$ cat src/rtl/alu_seq_core.sv
// Registered ALU core with an operand handshake, a shift-add multiplier,
// an accumulator feedback path and output backpressure.
module alu_seq_core #(
   parameter int WIDTH = 8
) (
   input  logic             clk,
   input  logic             rst_n,
   input  logic             ena,
   input  logic             in_valid,
   output logic             in_ready,
   input  logic [2:0]       op,
   input  logic             acc_mode,
   input  logic [WIDTH-1:0] a,
   input  logic [WIDTH-1:0] b,
   output logic             out_valid,
   input  logic             out_ready,
   output logic [WIDTH-1:0] result,
   output logic [WIDTH-1:0] result_hi,
   output logic             flag_c,
   output logic             flag_z,
   output logic             flag_n,
   output logic             flag_v,
   output logic             busy
);

   localparam int SHW = $clog2(WIDTH);
   localparam int MSB = WIDTH - 1;

   localparam logic [1:0] S_IDLE = 2'd0;
   localparam logic [1:0] S_MUL  = 2'd1;
   localparam logic [1:0] S_DONE = 2'd2;

   localparam logic [2:0] OP_ADD = 3'b000;
   localparam logic [2:0] OP_SUB = 3'b001;
   localparam logic [2:0] OP_AND = 3'b010;
   localparam logic [2:0] OP_OR  = 3'b011;
   localparam logic [2:0] OP_XOR = 3'b100;
   localparam logic [2:0] OP_SHL = 3'b101;
   localparam logic [2:0] OP_SHR = 3'b110;
   localparam logic [2:0] OP_MUL = 3'b111;

   localparam logic [SHW-1:0] CNT_LAST = SHW'(WIDTH - 1);

   typedef struct packed {
      logic [WIDTH-1:0] lo;
      logic [WIDTH-1:0] hi;
      logic             c;
      logic             z;
      logic             n;
      logic             v;
   } rsp_t;

   logic [1:0]         state_q, state_d;
   rsp_t               rsp_q, rsp_d;
   logic [WIDTH-1:0]   acc_q, acc_d;
   logic [WIDTH-1:0]   mcand_q, mcand_d;
   logic [2*WIDTH-1:0] prod_q, prod_d;
   logic [SHW-1:0]     cnt_q, cnt_d;

   logic               accept;
   logic [WIDTH-1:0]   opa;
   logic [SHW-1:0]     shamt;
   logic [WIDTH:0]     add_w, sub_w, shl_w, shr_w;
   logic [WIDTH-1:0]   alu_r;
   logic               alu_c, alu_v;
   logic [WIDTH:0]     mul_sum;
   logic [2*WIDTH-1:0] mul_next;

   assign in_ready  = ena & (state_q == S_IDLE);
   assign accept    = in_valid & in_ready;
   assign out_valid = (state_q == S_DONE);
   assign busy      = (state_q == S_MUL);

   assign result    = rsp_q.lo;
   assign result_hi = rsp_q.hi;
   assign flag_c    = rsp_q.c;
   assign flag_z    = rsp_q.z;
   assign flag_n    = rsp_q.n;
   assign flag_v    = rsp_q.v;

   // Single-cycle datapath; the carry of each op lands in the extra top/bottom bit.
   always_comb begin
      opa   = acc_mode ? acc_q : a;
      shamt = b[SHW-1:0];
      add_w = {1'b0, opa} + {1'b0, b};
      sub_w = {1'b0, opa} - {1'b0, b};
      shl_w = {1'b0, opa} << shamt;
      shr_w = {opa, 1'b0} >> shamt;
      alu_r = '0;
      alu_c = 1'b0;
      alu_v = 1'b0;
      case (op)
         OP_ADD: begin
            alu_r = add_w[WIDTH-1:0];
            alu_c = add_w[WIDTH];
            alu_v = (opa[MSB] == b[MSB]) & (alu_r[MSB] != opa[MSB]);
         end
         OP_SUB: begin
            alu_r = sub_w[WIDTH-1:0];
            alu_c = ~sub_w[WIDTH];
            alu_v = (opa[MSB] != b[MSB]) & (alu_r[MSB] != opa[MSB]);
         end
         OP_AND: alu_r = opa & b;
         OP_OR:  alu_r = opa | b;
         OP_XOR: alu_r = opa ^ b;
         OP_SHL: begin
            alu_r = shl_w[WIDTH-1:0];
            alu_c = shl_w[WIDTH];
         end
         OP_SHR: begin
            alu_r = shr_w[WIDTH:1];
            alu_c = shr_w[0];
         end
         default: ;
      endcase
   end

   // One shift-add step: the low half holds the remaining multiplier bits.
   always_comb begin
      mul_sum  = {1'b0, prod_q[2*WIDTH-1:WIDTH]} + (prod_q[0] ? {1'b0, mcand_q} : '0);
      mul_next = {mul_sum, prod_q[WIDTH-1:1]};
   end

   always_comb begin
      state_d = state_q;
      rsp_d   = rsp_q;
      acc_d   = acc_q;
      mcand_d = mcand_q;
      prod_d  = prod_q;
      cnt_d   = cnt_q;
      case (state_q)
         S_IDLE: begin
            if (accept) begin
               if (op == OP_MUL) begin
                  mcand_d = opa;
                  prod_d  = {{WIDTH{1'b0}}, b};
                  cnt_d   = '0;
                  state_d = S_MUL;
               end else begin
                  rsp_d.lo = alu_r;
                  rsp_d.hi = '0;
                  rsp_d.c  = alu_c;
                  rsp_d.z  = (alu_r == '0);
                  rsp_d.n  = alu_r[MSB];
                  rsp_d.v  = alu_v;
                  acc_d    = alu_r;
                  state_d  = S_DONE;
               end
            end
         end
         S_MUL: begin
            prod_d = mul_next;
            cnt_d  = cnt_q + 1'b1;
            if (cnt_q == CNT_LAST) begin
               rsp_d.lo = mul_next[WIDTH-1:0];
               rsp_d.hi = mul_next[2*WIDTH-1:WIDTH];
               rsp_d.c  = (mul_next[2*WIDTH-1:WIDTH] != '0);
               rsp_d.z  = (mul_next == '0);
               rsp_d.n  = mul_next[MSB];
               rsp_d.v  = 1'b0;
               acc_d    = mul_next[WIDTH-1:0];
               state_d  = S_DONE;
            end
         end
         S_DONE: begin
            if (out_ready) state_d = S_IDLE;
         end
         default: state_d = S_IDLE;
      endcase
   end

   always_ff @(posedge clk) begin
      if (!rst_n) begin
         state_q <= S_IDLE;
         rsp_q   <= '0;
         acc_q   <= '0;
         mcand_q <= '0;
         prod_q  <= '0;
         cnt_q   <= '0;
      end else if (ena) begin
         state_q <= state_d;
         rsp_q   <= rsp_d;
         acc_q   <= acc_d;
         mcand_q <= mcand_d;
         prod_q  <= prod_d;
         cnt_q   <= cnt_d;
      end
   end

endmodule

$ cat config.mk
export PLATFORM = sky130hd
export DESIGN_NAME = alu_seq_core
export DESIGN_NICKNAME = d
export VERILOG_FILES = /design/src/rtl/alu_seq_core.sv
export SDC_FILE = /design/constraint.sdc
export NUM_CORES = 1
export LEC_CHECK = 0
export BUFFER_PORTS_ARGS = -buffer_cell sky130_fd_sc_hd__buf_4
export CAP_MARGIN = 10
export CORE_AREA = 5 5 126 140
export DETAILED_ROUTE_END_ITERATION = 16
export DIE_AREA = 0 0 131 145
export RECOVER_POWER = 25
export SETUP_SLACK_MARGIN = 0.1
export SYNTH_ARGS = -nofsm -noshare
export SYNTH_HDL_FRONTEND = slang
export SYNTH_SLANG_ARGS = --single-unit
$ cat constraint.sdc
create_clock -name clk -period 3.8 [get_ports clk]
set_clock_uncertainty 0.15 [all_clocks]
set_input_delay 0.38 -clock clk [delete_from_list [all_inputs] [get_ports clk]]
set_output_delay 0.38 -clock clk [all_outputs]
set_load 0.05 [all_outputs]
; Word level (Yosys, flattened, before mapping)
; Cells that the tools add are included.
; Widths: inputs -> output; s select.
[totals]
ff_bits = 57
latch_bits = 0
ramBits = 0
rom_bits = 0
inputBits = 25
out_inout_bits = 23
elab_cells = 78
mem_count = 0
[op_classes]
n_addsub = 4
multipliers = 0
div = 0
n_lt_le_gt_ge = 0
eq_ne = 19
n_shift = 2
n_mux = 24
bitwise = 8
reduce_logical = 10
[ops]
columns = op, n
row1 = $mux 20, 3
row2 = $pmux 8 s7, 1
row3 = $mux 8, 5
row4 = $pmux 20 s2, 1
row5 = $mux 16, 2
row6 = $pmux 16 s2, 1
row7 = $add 8x8->9, 2
row8 = $logic_not 16->1, 1
row9 = $pmux 8 s2, 1
row10 = $eq 3x3->1 const B, 5
row11 = $reduce_and 4->1, 3
row12 = $shl 8x3->9, 1
row13 = $shr 9x3->9, 1
row14 = $sub 8x8->9, 1
row15 = $and 8x8->8, 1
row16 = $logic_not 8->1, 1
row17 = $mux 2, 4
row18 = $or 8x8->8, 1
row19 = $reduce_bool 8->1, 1
row20 = $xor 8x8->8, 1
row21 = $eq 3x2->1 const B, 2
row22 = $mux 3, 2
row23 = $ne 2x1->1 const B, 3
row24 = $pmux 2 s3, 1
row25 = other kinds (16), 22

; Logic depth before layout (Yosys ltp)
[logic_depth]
ltp_word = 8
depth_mapped = 14
ltp_nobuf = 12

; Least setup slack after synthesis
; OpenSTA, ideal clock, no wires.
[synth_path]
path_type = input to register
start = in acc_mode
end = reg rsp_q, in the netlist result[6]
arrival_time_ns = 2.798
required_ns = 3.563
setup_slack_ns = 0.765
cell_stages = 14
n_path_buf = 2
path_cell_list = buf_6 > buf_2 > mux2i_1 > inv_1 > ha_1 > inv_1 > fa_1 > nand2b_1 > a21oi_1 > o32a_1 > o211ai_1 > xor2_1 > o211a_1 > o31ai_1
[synth_between]
elab_chain_len = 6
elab_cells_between_ends = 12
[synth_lines]
columns = element, line_no
row1 = start: declaration, 12  ; input logic acc_mode,
row2 = $mux 8 *, 83  ; opa = acc_mode ? acc_q : a;
row3 = net opa[0], 61  ; logic [WIDTH-1:0] opa;
row4 = "$sub 8x8->9, or another cell as far along", 86  ; sub_w = {1'b0, opa} - {1'b0, b};
row5 = $pmux 8 s7 *, 92  ; case (op)
row6 = $mux 20 *, 134  ; if (op == OP_MUL) begin
row7 = $mux 20 *, 133  ; if (accept) begin
row8 = $pmux 20 s2 *, 131  ; case (state_q)
row9 = end signal: assignment, 182  ; rsp_q <= rsp_d;
row10 = end: declaration, 54  ; rsp_t rsp_q, rsp_d;
; Mark *: on every way through the listed nets, which the timed path passes. The rest lies on a longest branch. The select of a mux whose other input is x is not followed.
; A chain may end at the register's enable or synchronous reset.

==> summary.md <==
| Metric | Value |
|---|---|
| Status | finished, final reports clean |
| Worst path top cell family by delay | compound AO/OA/AOI/OAI gates |
| Initial DRC Count | 456 |
| Setup CP Type | reg -> reg |
| Final hold vios | 0 |
| DR vias/cell | 5.54 |
| DP Wirelength | 11.0 mm |
| Final setup violation count | 0 |
| Bufs and invs on worst path | 3 |
| Dominant synthesized flop cell | dfxtp_1 |
| Max-Slew Margin vs Limit | 6.46% |
| CTS buffer count | 5 |
| Synth Register Bits | 48 |
| Number of iterations in the first detailed-routing pass | 9 |
| Die height | 145 microns |
| Unrepaired setup endpoints after global routing | no |
| Min Tclk post-route | between 3000 and 4000 ps |
| R2R Path End | flag_z$_SDFFE_PN0P_ |
| Slowest stage cell, crit path | dfxtp_1 |
| TritonCTS clock tree | done |
| Area growth from synthesis to layout | 15.6% |
| Layout cell share with drive strength beyond 1 | about 15% |
| N_diodes | 0 |
| TritonCTS Sinks | 48 |
| Max H-tree Level | 2 |
| Pin count of the biggest net entering global routing | 52 |
| Die width | 131 microns |
| Remaining DRCs | 0 |
| Endpoint type of the worst setup path | register |
| Num ports | 48 |
| Netlist Area Pre-Place | about 4600 sq um |
| Required @ worst endpoint | about 3900 ps |
| IO Port Bufs | between 40 and 50 |
| Pins over their slew limit | 0 |
| Die Area | ~19000 sq um |
| CTS root buf | clkbuf_16 |
| Critical-path cell list | mux2i_1, buf_4, inv_1, ha_1, inv_1, fa_1, nor2_1, a21oi_1, xnor2_1, o211ai_1, a2111oi_0, nand4_1, o31ai_2 |
| Row count | approximately 50 |
| Static leakage | 2.27 nW |
| Post-CTS sizing | 0 |
| R2R cell count | 13 |
| Post CTS Setup Buffer Count | 0 |
| Clock Latency Late Sink | 290 ps |
| Initial antenna violation count | 0 |
| Longest Clk Path Bufs | 2 |
| Synthesis Warnings | 0 |
| Final core occ | 32.9% |
| Crit Path Max Fanout | 5 |
| Nets | 662 |
| Final hold slack | about 240 ps |
| Ys async rst share | 0% |
| Core Area | 16100 sq um |
| Pwr/cell area | 296 nW/um^2 |
| Post-DRT Antenna Nets | 0 |
| MaxCap Viol Count | 0 |
| Remaining global-route overflow | 0 |
| RR Startpoint | result[0]$_SDFFE_PN0P_ |
| CP arrival | approximately 3300 ps |
| Wire length per cell | between 15 and 20 microns |
| CP most frequent cell | inv_1 |
| Cells after Synth | 558 |
| Via Count | roughly 4400 |
| Syn Nets | 624 |
| Clock Pin Slew Worst Setup and Hold Paths | 70 ps |
| Max incr delay on CP | around 440 ps |
| Setup crit start kind | register |
| Filler Cell Count | 1737 |
| Fmax | 309 MHz |
| Global-route usage over all layers | about 15% |
| Period utilization | roughly 85% |
| Drt total wl | 14.5 mm |
| Mean Syn Cell Area | 8.20 sq um |
| Cell depth of the worst setup path | 13 |
| Initial core utilization | 28.5% |
| Library cells used by synthesis | 68 |
| Critical path launch point | result[0]$_SDFFE_PN0P_ |
| Worst Setup EP | flag_z$_SDFFE_PN0P_ |
| First-pass GRT wire length | approximately 23 mm |
| Vias in the first global route | 4286 |
| Peak supply drop | 192 uV |
| R2r setup slk | 570 ps |
| Slew @ Worst Pin | 1400 ps |
| Post-synthesis sequential area ratio | 21.0% |
| Cts hold-fix bufs | 0 |
| Final TNS setup | 0 ps |
| GP Congestion | 0.926 |
| Post-synth EDFFs | 0 |
| Hold WC Path Type | in -> reg |
==> registers in the layout, summed over array words and instances (netlist names) <==
| name | flops |
|---|---|
| state_q | 2 |
| prod_q | 16 |
| flag_z | 1 |
| mcand_q | 8 |
| flag_c | 1 |
| cnt_q | 3 |
| result_hi | 8 |
| result | 8 |
| flag_v | 1 |
==> through the flow <==
stage                     cell area, sq um  cells  power, mW  setup WS (ps)
final                                 5290    801       1.57            566
after global routing                  5290    801       1.64            366
after CTS                             5360    801       1.58            614
after detailed placement              5160    793      0.995            323
after global placement                5160    793      0.997            281
after floorplan                       4580    558      0.852            765
==> synthesized netlist by cell type, drive strengths merged, types with 4 or more instances <==
cell type  number  area share [%]
nand2          59             4.8
nor4            4            0.55
dfxtp          48              21
nor2b          14             1.9
nor2           33             2.7
ha             38              10
nand3b          4            0.66
a21oi          21             2.3
o211ai         14             2.3
or3             5            0.68
o31ai           4            0.77
nor3           15             1.6
o21ai          23             2.5
a211oi          4            0.66
mux2i          17             4.2
mux4           13             6.4
and2           18             2.5
xnor2           9             1.7
o211a          18             3.9
inv            33             2.7
clkbuf         19             1.6
a31oi           4            0.55
nand2b          8             1.1
a21boi         16             2.6
a22oi           9             1.5
o22ai           6            0.82
or2             5            0.68
buf            13             1.7
mux2            5             1.2
nand3          19             2.1
nand4           5            0.68
and3            4            0.55
==> worst min path at each step <==
stage / startpoint / endpoint / slack (ps) / depth (start not counted)
after floorplan: cnt_q[1]$_SDFFE_PN0P_ / cnt_q[1]$_SDFFE_PN0P_ / 290 / 2
after global placement: cnt_q[2]$_SDFFE_PN0P_ / cnt_q[2]$_SDFFE_PN0P_ / 310 / 2
after detailed placement: cnt_q[1]$_SDFFE_PN0P_ / cnt_q[1]$_SDFFE_PN0P_ / 310 / 2
after CTS: out_ready / state_q[1]$_SDFFE_PN0P_ / 240 / 4
after global routing: out_ready / state_q[1]$_SDFFE_PN0P_ / 260 / 4
final: out_ready / state_q[1]$_SDFFE_PN0P_ / 240 / 4
==> power breakdown <==
part | switching (mW) | total (mW) | internal [mW]
Sequential | 0.0164 | 0.531 | 0.515
Combinational | 0.278 | 0.457 | 0.178
Clock | 0.200 | 0.580 | 0.379
Total | 0.495 | 1.57 | 1.07
==> cell usage in the layout (no fill, tap or decap), types with 5 or more instances in the layout <==
cell type,netlist,final
nand2b_1,8,8
ha_1,38,38
o211a_1,18,18
dfxtp_1,48,48
o21ai_0,22,22
a21oi_1,21,21
o22ai_1,6,6
xnor2_1,9,9
or2_2,5,5
or3_1,5,5
and2_1,18,18
inv_1,29,29
nand3_1,19,19
clkbuf_1,19,17
a22oi_1,9,9
mux2i_1,13,13
nand2_1,59,59
buf_4,3,46
a21boi_0,16,16
nor2_1,33,33
nor2b_1,14,14
mux4_2,13,13
clkbuf_16,0,5
mux2_2,5,5
nand4_1,5,5
o211ai_1,14,14
nor3_1,15,15
==> routing by layer <==
layer  up-vias  global-route usage [%]  wire (microns)
met1      2109                    21.1            6380
met3        32                    2.43             912
met5         -                       0               0
li1       2123                       -               -
met4         0                    5.14             449
met2       173                    24.0            6800
==> cell families after synthesis <==
group | count (synthesis) | synth area share, %
AND/OR/NAND/NOR | 197 | 21.4
adder cells (fa/ha/maj) | 41 | 11.7
multiplexers | 35 | 11.9
XOR/XNOR | 12 | 2.30
flip-flops | 48 | 21.0
buffers and inverters | 67 | 6.15
AO/OA/AOI/OAI | 158 | 25.6
==> worst reg2reg max path: stages, from the launching register on <==
cell and delay (ps):
dfxtp_1 440, mux2i_1 140, buf_4 170, inv_1 80, ha_1 240, inv_1 110
fa_1 390, nor2_1 110, a21oi_1 80, xnor2_1 240, o211ai_1 160, a2111oi_0 420
nand4_1 190, o31ai_2 240
==> final cells by class <==
type                    count  area [sq um]  area share, %
repair buffers             63           409           7.73
flip-flops and latches     48           961           18.2
inverters                  35           131           2.48
multi-input cells         443          3340           63.1
well taps                 204           255           4.82
clock buffers               5           125           2.36
clock inverters             3          68.8           1.30
No activity file was read; power rests on OpenSTA's default activity.
